$ cat src/rtl/sdr_burst_wr.sv
// Single-bank SDRAM burst-write sequencer: ACTIVE, WRITE burst, tWR, then PRECHARGE or auto-precharge.
// Pad-side outputs are registered; wr_data_rd is a combinational pop strobe for an upstream FWFT FIFO.
module sdr_burst_wr #(
  parameter int unsigned DQ_W      = 16,
  parameter int unsigned BA_W      = 2,
  parameter int unsigned ROW_W     = 13,
  parameter int unsigned COL_W     = 9,
  parameter int unsigned BURST_LEN = 4,
  parameter int unsigned NRCD      = 3,
  parameter int unsigned NWR       = 2,
  parameter int unsigned NRP       = 3,
  parameter int unsigned AUTO_PRE  = 0
) (
  input  logic              clk,
  input  logic              rst,
  input  logic              wr_req,
  input  logic [BA_W-1:0]   wr_bank,
  input  logic [ROW_W-1:0]  wr_row,
  input  logic [COL_W-1:0]  wr_col,
  input  logic [DQ_W-1:0]   wr_data,
  input  logic [DQ_W/8-1:0] wr_be,
  output logic              wr_data_rd,
  output logic              wr_busy,
  output logic              wr_done,
  output logic              sdr_CKE,
  output logic              sdr_nCS,
  output logic [BA_W-1:0]   sdr_BA,
  output logic [ROW_W-1:0]  sdr_A,
  output logic              sdr_nRAS,
  output logic              sdr_nCAS,
  output logic              sdr_nWE,
  output logic [DQ_W-1:0]   sdr_DQ_o,
  output logic              sdr_DQ_oe,
  output logic [DQ_W/8-1:0] sdr_DQM
);
  localparam int unsigned BeW    = DQ_W / 8;
  localparam int unsigned TwrRp  = NWR + NRP;
  localparam int unsigned MaxA   = (NRCD > TwrRp) ? NRCD : TwrRp;
  localparam int unsigned CntMax = (MaxA > BURST_LEN) ? MaxA : BURST_LEN;
  localparam int unsigned CntW   = $clog2(CntMax + 1);

  localparam logic [CntW-1:0] RcdLd   = CntW'(NRCD - 1);
  localparam logic [CntW-1:0] BurstLd = CntW'(BURST_LEN - 1);
  localparam logic [CntW-1:0] TwrLd   = CntW'((NWR > 1) ? NWR - 2 : 0);
  localparam logic [CntW-1:0] RpLd    = CntW'(NRP - 1);

  localparam logic [2:0] CmdNop   = 3'b111;
  localparam logic [2:0] CmdAct   = 3'b011;
  localparam logic [2:0] CmdWrite = 3'b100;
  localparam logic [2:0] CmdPre   = 3'b010;

  typedef enum logic [2:0] {StIdle, StAct, StWr, StTwr, StPre} state_e;

  state_e           state_q, state_d;
  logic [CntW-1:0]  cnt_q, cnt_d;
  logic [2:0]       cmd_q, cmd_d;
  logic [BA_W-1:0]  ba_q, ba_d;
  logic [ROW_W-1:0] a_q, a_d;
  logic [COL_W-1:0] col_q, col_d;
  logic [DQ_W-1:0]  dq_q, dq_d;
  logic             oe_q, oe_d;
  logic [BeW-1:0]   dqm_q, dqm_d;
  logic             busy_q, busy_d;
  logic             done_q, done_d;
  logic             go_pre;
  logic [ROW_W-1:0] wr_addr;

  // WRITE address: column zero-extended, A10 selects auto-precharge.
  always_comb begin
    wr_addr                = '0;
    wr_addr[COL_W-1:0]     = col_q;
    wr_addr[10]            = (AUTO_PRE != 0);
  end

  always_comb begin
    state_d    = state_q;
    cnt_d      = cnt_q;
    cmd_d      = CmdNop;
    ba_d       = ba_q;
    a_d        = a_q;
    col_d      = col_q;
    dq_d       = dq_q;
    oe_d       = 1'b0;
    dqm_d      = '1;
    busy_d     = busy_q;
    done_d     = 1'b0;
    go_pre     = 1'b0;
    wr_data_rd = 1'b0;
    unique case (state_q)
      StIdle: begin
        // A request coinciding with the wr_done pulse is dropped.
        if (wr_req && !done_q) begin
          state_d = StAct;
          cnt_d   = RcdLd;
          cmd_d   = CmdAct;
          ba_d    = wr_bank;
          a_d     = wr_row;
          col_d   = wr_col;
          busy_d  = 1'b1;
        end
      end
      StAct: begin
        if (cnt_q == '0) begin
          wr_data_rd = 1'b1;
          state_d    = StWr;
          cnt_d      = BurstLd;
          cmd_d      = CmdWrite;
          a_d        = wr_addr;
          dq_d       = wr_data;
          oe_d       = 1'b1;
          dqm_d      = ~wr_be;
        end else begin
          cnt_d = cnt_q - 1'b1;
        end
      end
      StWr: begin
        if (cnt_q != '0) begin
          wr_data_rd = 1'b1;
          cnt_d      = cnt_q - 1'b1;
          dq_d       = wr_data;
          oe_d       = 1'b1;
          dqm_d      = ~wr_be;
        end else if (NWR == 1) begin
          go_pre = 1'b1;
        end else begin
          state_d = StTwr;
          cnt_d   = TwrLd;
        end
      end
      StTwr: begin
        if (cnt_q == '0) begin
          go_pre = 1'b1;
        end else begin
          cnt_d = cnt_q - 1'b1;
        end
      end
      StPre: begin
        if (cnt_q == '0) begin
          state_d = StIdle;
          busy_d  = 1'b0;
          done_d  = 1'b1;
        end else begin
          cnt_d = cnt_q - 1'b1;
        end
      end
      default: state_d = StIdle;
    endcase
    // The tRP window is timed the same way with or without an explicit PRECHARGE.
    if (go_pre) begin
      state_d = StPre;
      cnt_d   = RpLd;
      if (AUTO_PRE == 0) begin
        cmd_d = CmdPre;
        a_d   = '0;
      end
    end
  end

  always_ff @(posedge clk) begin
    if (rst) begin
      state_q <= StIdle;
      cnt_q   <= '0;
      cmd_q   <= CmdNop;
      ba_q    <= '0;
      a_q     <= '0;
      col_q   <= '0;
      dq_q    <= '0;
      oe_q    <= 1'b0;
      dqm_q   <= '1;
      busy_q  <= 1'b0;
      done_q  <= 1'b0;
    end else begin
      state_q <= state_d;
      cnt_q   <= cnt_d;
      cmd_q   <= cmd_d;
      ba_q    <= ba_d;
      a_q     <= a_d;
      col_q   <= col_d;
      dq_q    <= dq_d;
      oe_q    <= oe_d;
      dqm_q   <= dqm_d;
      busy_q  <= busy_d;
      done_q  <= done_d;
    end
  end

  assign wr_busy   = busy_q;
  assign wr_done   = done_q;
  assign sdr_CKE   = 1'b1;
  assign sdr_nCS   = ~busy_q;
  assign sdr_BA    = ba_q;
  assign sdr_A     = a_q;
  assign sdr_nRAS  = cmd_q[2];
  assign sdr_nCAS  = cmd_q[1];
  assign sdr_nWE   = cmd_q[0];
  assign sdr_DQ_o  = dq_q;
  assign sdr_DQ_oe = oe_q;
  assign sdr_DQM   = dqm_q;

endmodule

$ cat config.mk
export PLATFORM = sky130hd
export DESIGN_NAME = sdr_burst_wr
export DESIGN_NICKNAME = d
export VERILOG_FILES = /design/src/rtl/sdr_burst_wr.sv
export SDC_FILE = /design/constraint.sdc
export NUM_CORES = 1
export LEC_CHECK = 0
export ABC_AREA = 1
export BUFFER_PORTS_ARGS = -buffer_cell sky130_fd_sc_hd__buf_2
export CAP_MARGIN = 30
export CORE_MARGIN = 4
export CORE_UTILIZATION = 45
export CTS_CLUSTER_SIZE = 40
export DETAILED_ROUTE_END_ITERATION = 7
export GPL_ROUTABILITY_DRIVEN = 0
export PLACE_DENSITY_LB_ADDON = 0.1
export SLEW_MARGIN = 20
export SYNTH_ARGS = -nofsm -noshare
export SYNTH_HDL_FRONTEND = slang
export SYNTH_SLANG_ARGS = --single-unit
$ cat constraint.sdc
create_clock -name clk -period 2.21 [get_ports clk]
set_clock_uncertainty 0.2 [all_clocks]
set_input_delay 0.221 -clock clk [delete_from_list [all_inputs] [get_ports clk]]
set_output_delay 0.221 -clock clk [all_outputs]
set_load 0.02 [all_outputs]
==> results of run 1 <==
cell type report:
type,instances,area [µm²]
fillers,444,1690
flip-flops and latches,54,1080
clock buffers,7,86.3
inverters,20,82.6
repair buffers,120,768
multi-input cells,204,1020
well taps,67,83.8
clock inverters,1,5.00
where the power goes:
group	leakage (µW)	switching (µW)	total (µW)	internal, µW
clock network	0.0000482	304	558	254
registers	0.000445	196	1540	1340
logic	0.00110	1390	2090	694
total	0.00160	1890	4180	2290
path summary, 6_finish.rpt:
check / endpoint / slack (ns) / start / cells past startpoint
worst max-delay path: wr_data_rd / 0.17 / cnt_q[0] / 7
worst max register to register: sdr_A[0] / 0.41 / cnt_q[0] / 9
worst min-delay path: col_q[0] / 0.007 / wr_col[0] / 3
worst min register to register: col_q[0] / 0.26 / col_q[0] / 2
kinds of logic after synthesis:
logic type / share of synthesized area, %
and+or+nand+nor: 29.6
AOI/OAI and AO/OA: 13.8
DFF: 47.4
buffers and inverters: 8.01
adders and majority gates: 1.10
other: 0.164
registers in the layout, summed over array words and instances (netlist names):
name	flops
cmd_q	3
cnt_q	3
col_q	9
sdr_A	13
sdr_BA	2
sdr_DQM	2
sdr_DQ_o	16
sdr_DQ_oe	1
state_q	3
wr_busy	1
wr_done	1
metal layers:
metal	vias to the layer above	track usage, %	part of all wire, %
li1	1155	-	-
met1	990	23.6	42
met2	65	34.3	50
met3	5	6.01	6.9
met4	0	4.64	0.76
met5	-	0	0
per-stage QoR:
stage          cell area, µm²  power [µW]
2_1_floorplan            2280        3130
3_3_place_gp             2710        3580
3_5_place_dp             2710        3610
4_1_cts                  3120        4210
5_1_grt                  3120        4540
6_report                 3120        4180
worst max-delay path, cell delays in order (launching register included):
cell and delay, ns:
dfxtp_1 0.32, inv_1 0.09, ha_1 0.20, nand2_4 0.11, inv_1 0.17, nand2_4 0.11, nand2_8 0.15, buf_2 0.19
layout by cell type (no fill, tap or decap):
| cell type | count |
|---|---|
| buf_2 | 85 |
| nor2_1 | 64 |
| dfxtp_1 | 54 |
| nand2_1 | 52 |
| o21ai_0 | 33 |
| dlygate4sd3_1 | 32 |
| inv_1 | 14 |
| nand3_1 | 13 |
| a21oi_1 | 12 |
| o211a_1 | 8 |
| clkbuf_8 | 6 |
| inv_2 | 5 |
| nand2_4 | 5 |
| nor2_2 | 4 |
| nand2_2 | 3 |
| nor2_4 | 3 |
| buf_4 | 3 |
| nand3_2 | 2 |
| ha_1 | 2 |
| nand2_8 | 1 |
| inv_8 | 1 |
| a21oi_2 | 1 |
| conb_1 | 1 |
| clkbuf_1 | 1 |
| clkinv_2 | 1 |
timing repair:
item                      in CTS  in global routing
hold buffers                  32                  0
hold endpoints to repair      32                  0
resized for setup              0                  0
==> flow_metrics.env, run 1 <==
export IMPL_run_status="finished, final reports clean"
export IMPL_grt_overflow=0
export IMPL_crit_path_end_kind="primary output"
export IMPL_layout_drive_gt1_share_pct=29.6
export IMPL_dieArea_um2=6270
export IMPL_grt_setup_unrepaired="false"
export IMPL_netlist_area_um2=2280
export IMPL_maxCapViolations=0
export IMPL_cts_max_level=2
export IMPL_leakagePower_uw=0.00160
export IMPL_track_usage_pct=19.7
export IMPL_crit_path_start_kind="flop"
export IMPL_hp_class="in2reg"
export IMPL_hold_ws_ns=0.00693
export IMPL_cts_tree="yes"
export IMPL_setup_viol=0
export IMPL_drv_slew=0
export IMPL_n_antenna_cell=0
export IMPL_dr_pass1_iters=4
export IMPL_cts_setup_buffers=0
export IMPL_die_y_um=79.2
export IMPL_syn2layout_area_growth_pct=37.0
export IMPL_ant_nets=0
export IMPL_rows=25
export IMPL_vias_per_cell=4.68
export IMPL_cts_buffer_depth=2
export IMPL_period_needed_ns=2.04
export IMPL_final_core_util_pct=64.9
export IMPL_numCtsBuffers=5
export IMPL_required_ns=1.79
export IMPL_peakVddDrop_mv=0.645
export IMPL_syn_avg_cell_area_um2=7.84
export IMPL_path_class="reg2out"
export IMPL_portBuffers=85
export IMPL_die_w_um=79.2
export IMPL_hold_viol=0
export IMPL_fmax_mhz=489
export IMPL_syn_num_nets=338
export IMPL_fin_setup_tns_ns=0
export IMPL_worst_ep_arrival_time_ns=1.62
export IMPL_powerDensity_nw_per_um2=1340
export IMPL_fin_cells=473
export IMPL_cts_root_buf="clkbuf_8"
export IMPL_drc=0
export IMPL_synth_common_cells="64 x nor2_1, 54 x dfxtp_1, 52 x nand2_1"
export IMPL_antenna_found_initial=0
export IMPL_dpl_hpwl_mm=3.88
export IMPL_dpl_cell_count=433
export IMPL_ys_top_cells_by_area="dfxtp_1 47%, nor2_1 11%, nand2_1 8.6%"
export IMPL_vias=2215
export IMPL_post_route_worst_setup_slack_ns=0.166
export IMPL_clk_latency_ns=0.30
export IMPL_drt_iter0_drc=117
export IMPL_cp_max_fo=18
export IMPL_path_clk_slew_ns=0.09
export IMPL_fin_crit_sh_pct=92.5
export IMPL_cts_sinks=54
export IMPL_grt_max_degree=19
export IMPL_synthFlopType="dfxtp_1"
export IMPL_synth_area_leader_cell="dfxtp_1"
export IMPL_wl_per_cell_um=12.2
export IMPL_synth_top_area_share_pct=47.4
export IMPL_synth_edff_count=0
export IMPL_grt_pass1_vias=2176
export IMPL_seq_area_frac_synth_pct=47.4
export IMPL_nNetsFinal=452
export IMPL_ios=87
export IMPL_dp_worst_setup_slack_ns=0.420
export IMPL_synth_seq_cells=54
export IMPL_synthCells=291
export IMPL_async_flop_share_pct=0
export IMPL_drt_wl_total_mm=5.78
export IMPL_synthDistinctLibCells=25
export IMPL_grt_first_pass_wirelength_mm=9.89
export IMPL_initial_core_util_pct=47.4
export IMPL_coreArea_um2=4820
export IMPL_yosys_cell_count_top_type="nor2_1"
export IMPL_ys_warn_count=0
(Power assumes the default switching activity.)
==> inputs of run 2 (changes only) <==
--- a/config.mk
+++ b/config.mk
@@ -6,15 +6,15 @@
 export NUM_CORES = 1
 export LEC_CHECK = 0
 export ABC_AREA = 1
-export BUFFER_PORTS_ARGS = -buffer_cell sky130_fd_sc_hd__buf_2
 export CAP_MARGIN = 30
 export CORE_MARGIN = 4
 export CORE_UTILIZATION = 45
 export CTS_CLUSTER_SIZE = 40
 export DETAILED_ROUTE_END_ITERATION = 7
+export DONT_BUFFER_PORTS = 1
 export GPL_ROUTABILITY_DRIVEN = 0
 export PLACE_DENSITY_LB_ADDON = 0.1
-export SLEW_MARGIN = 20
+export SLEW_MARGIN = 0
 export SYNTH_ARGS = -nofsm -noshare
 export SYNTH_HDL_FRONTEND = slang
 export SYNTH_SLANG_ARGS = --single-unit
==> run 2 against run 1 <==
Critical path depth fell by 1. Via count fell by 13%. Clock power fell by 2%. Sequential power increased by 27%. Worst setup slack gained 0.16 ns. Routed wire length fell by 5.9%. Sequential cell count stayed put. Register-to-register slack hardly changed. Count of clock-buffer cells in the layout fell by 1. Die area unchanged. Global-route usage is 1.4 points lower. Combinational power is 33% lower.
==> flow_metrics.env, run 2 (synthesized netlist as in run 1, its figures left out) <==
export IMPL_fmax_mhz=531
export IMPL_clk_latency_ns=0.31
export IMPL_cts_max_level=2
export IMPL_final_cell_mix="64 x nor2_1, 54 x dfxtp_1, 52 x nand2_1"
export IMPL_ios=87
export IMPL_fin_crit_sh_pct=85.2
export IMPL_final_common_cell="nor2_1"
export IMPL_initial_core_util_pct=47.4
export IMPL_crit_path_start_kind="flop"
export IMPL_cts_resized=0
export IMPL_n_antenna_cell=0
export IMPL_hp_class="in2reg"
export IMPL_cp_max_fo=18
export IMPL_cts_buffer_depth=2
export IMPL_period_needed_ns=1.88
export IMPL_die_y_um=79.2
export IMPL_portBuffers=0
export IMPL_hold_viol=0
export IMPL_wl_per_cell_um=13.7
export IMPL_coreArea_um2=4820
export IMPL_grt_setup_unrepaired="false"
export IMPL_vias=1936
export IMPL_crit_path_end_kind="primary output"
export IMPL_dieArea_um2=6270
export IMPL_final_core_util_pct=57.8
export IMPL_critPathCapture="wr_data_rd"
export IMPL_drv_slew=0
export IMPL_setup_viol=0
export IMPL_dpl_hpwl_mm=3.58
export IMPL_largest_reg_flops=16
export IMPL_hold_start="wr_row[0]"
export IMPL_run_status="finished, final reports clean"
export IMPL_vias_per_cell=4.88
export IMPL_grt_pass1_vias=1914
export IMPL_hold_depth=4
export IMPL_syn2layout_area_growth_pct=22.2
export IMPL_drt_wl_total_mm=5.44
export IMPL_die_w_um=79.2
export IMPL_ant_nets=0
export IMPL_cts_sinks=54
export IMPL_required_ns=1.79
export IMPL_grt_max_degree=25
export IMPL_r2r_start="cnt_q[0]"
export IMPL_rr_worst_depth=9
export IMPL_antenna_found_initial=0
export IMPL_grt_first_pass_wirelength_mm=9.09
export IMPL_rows=25
export IMPL_path_clk_slew_ns=0.09
export IMPL_drt_iter0_drc=69
export IMPL_fin_setup_tns_ns=0
export IMPL_numCtsBuffers=5
export IMPL_maxCapViolations=0
export IMPL_worst_ep_arrival_time_ns=1.46
export IMPL_powerDensity_nw_per_um2=1400
export IMPL_cts_root_buf="clkbuf_8"
export IMPL_drc=0
export IMPL_r2r_setup_slack_ns=0.41
export IMPL_r2r_end="sdr_A[12]"
export IMPL_leakagePower_uw=0.00126
export IMPL_startpoint="cnt_q[0]"
export IMPL_peakVddDrop_mv=0.719
export IMPL_grt_overflow=0
export IMPL_track_usage_pct=18.3
export IMPL_dr_pass1_iters=4
export IMPL_cts_tree="yes"
export IMPL_layout_drive_gt1_share_pct=10.3
export IMPL_nNetsFinal=376
export IMPL_path_class="reg2out"
-- run 2: cell types whose count changed in the layout (fill, tap and decap cells not counted), sizes merged --
cell,previous run,this run
dlygate4sd3,32,42
buf,88,2
clkinv,1,2
clkbuf,7,6
-- run 2: repair_timing --
action                    in CTS  in global routing
hold buffers                  42                  0
hold endpoints to repair      50                  0
setup buffers                  0                  0
-- run 2: critical path, cell delays in order, from the launching register on --
cell	delay, ns
dfxtp_1	0.32
inv_1	0.09
ha_1	0.20
nand2_4	0.10
inv_1	0.16
nand2_4	0.11
nand2_8	0.18
-- run 2: cell type report --
| class | count | area, µm² |
|---|---|---|
| repair buffers | 44 | 435 |
| clock buffers | 6 | 72.6 |
| well taps | 67 | 83.8 |
| fillers | 470 | 2030 |
| multi-input cells | 204 | 1020 |
| inverters | 20 | 82.6 |
| flip-flops and latches | 54 | 1080 |
| clock inverters | 2 | 13.8 |
-- run 2: worst min path at each step --
stage,endpoint
after detailed placement,wr_busy
after floorplan,sdr_DQM[0]
after global routing,sdr_A[0]
final,sdr_A[0]
after global placement,wr_busy
after CTS,sdr_A[0]
-- run 2: where the power goes --
group	internal (µW)	total (µW)	switching [µW]
logic	484	1400	919
clock network	225	547	322
registers	1350	1950	604
total	2050	3900	1850
-- run 2: routing by layer --
| metal | global-route usage, % | vias up | part of all wire [%] |
|---|---|---|---|
| met1 | 23.2 | 862 | 44 |
| met2 | 29.3 | 70 | 46 |
| met4 | 6.19 | 0 | 1.4 |
| met3 | 6.01 | 6 | 7.9 |
| li1 | - | 998 | - |
| met5 | 0 | - | 0 |
-- run 2: through the flow --
step | setup slack, ns | hold WS, ns | total power, µW | std cells | cell area, µm²
floorplan | 0.560 | 0.0897 | 3130 | 291 | 2280
global placement | 0.464 | 0.0939 | 3300 | 347 | 2280
detailed placement | 0.414 | 0.0934 | 3320 | 347 | 2280
CTS | 0.304 | 0.0110 | 3930 | 397 | 2790
global route | 0.199 | 0.0349 | 4220 | 397 | 2790
finish | 0.327 | 0.0205 | 3900 | 397 | 2790
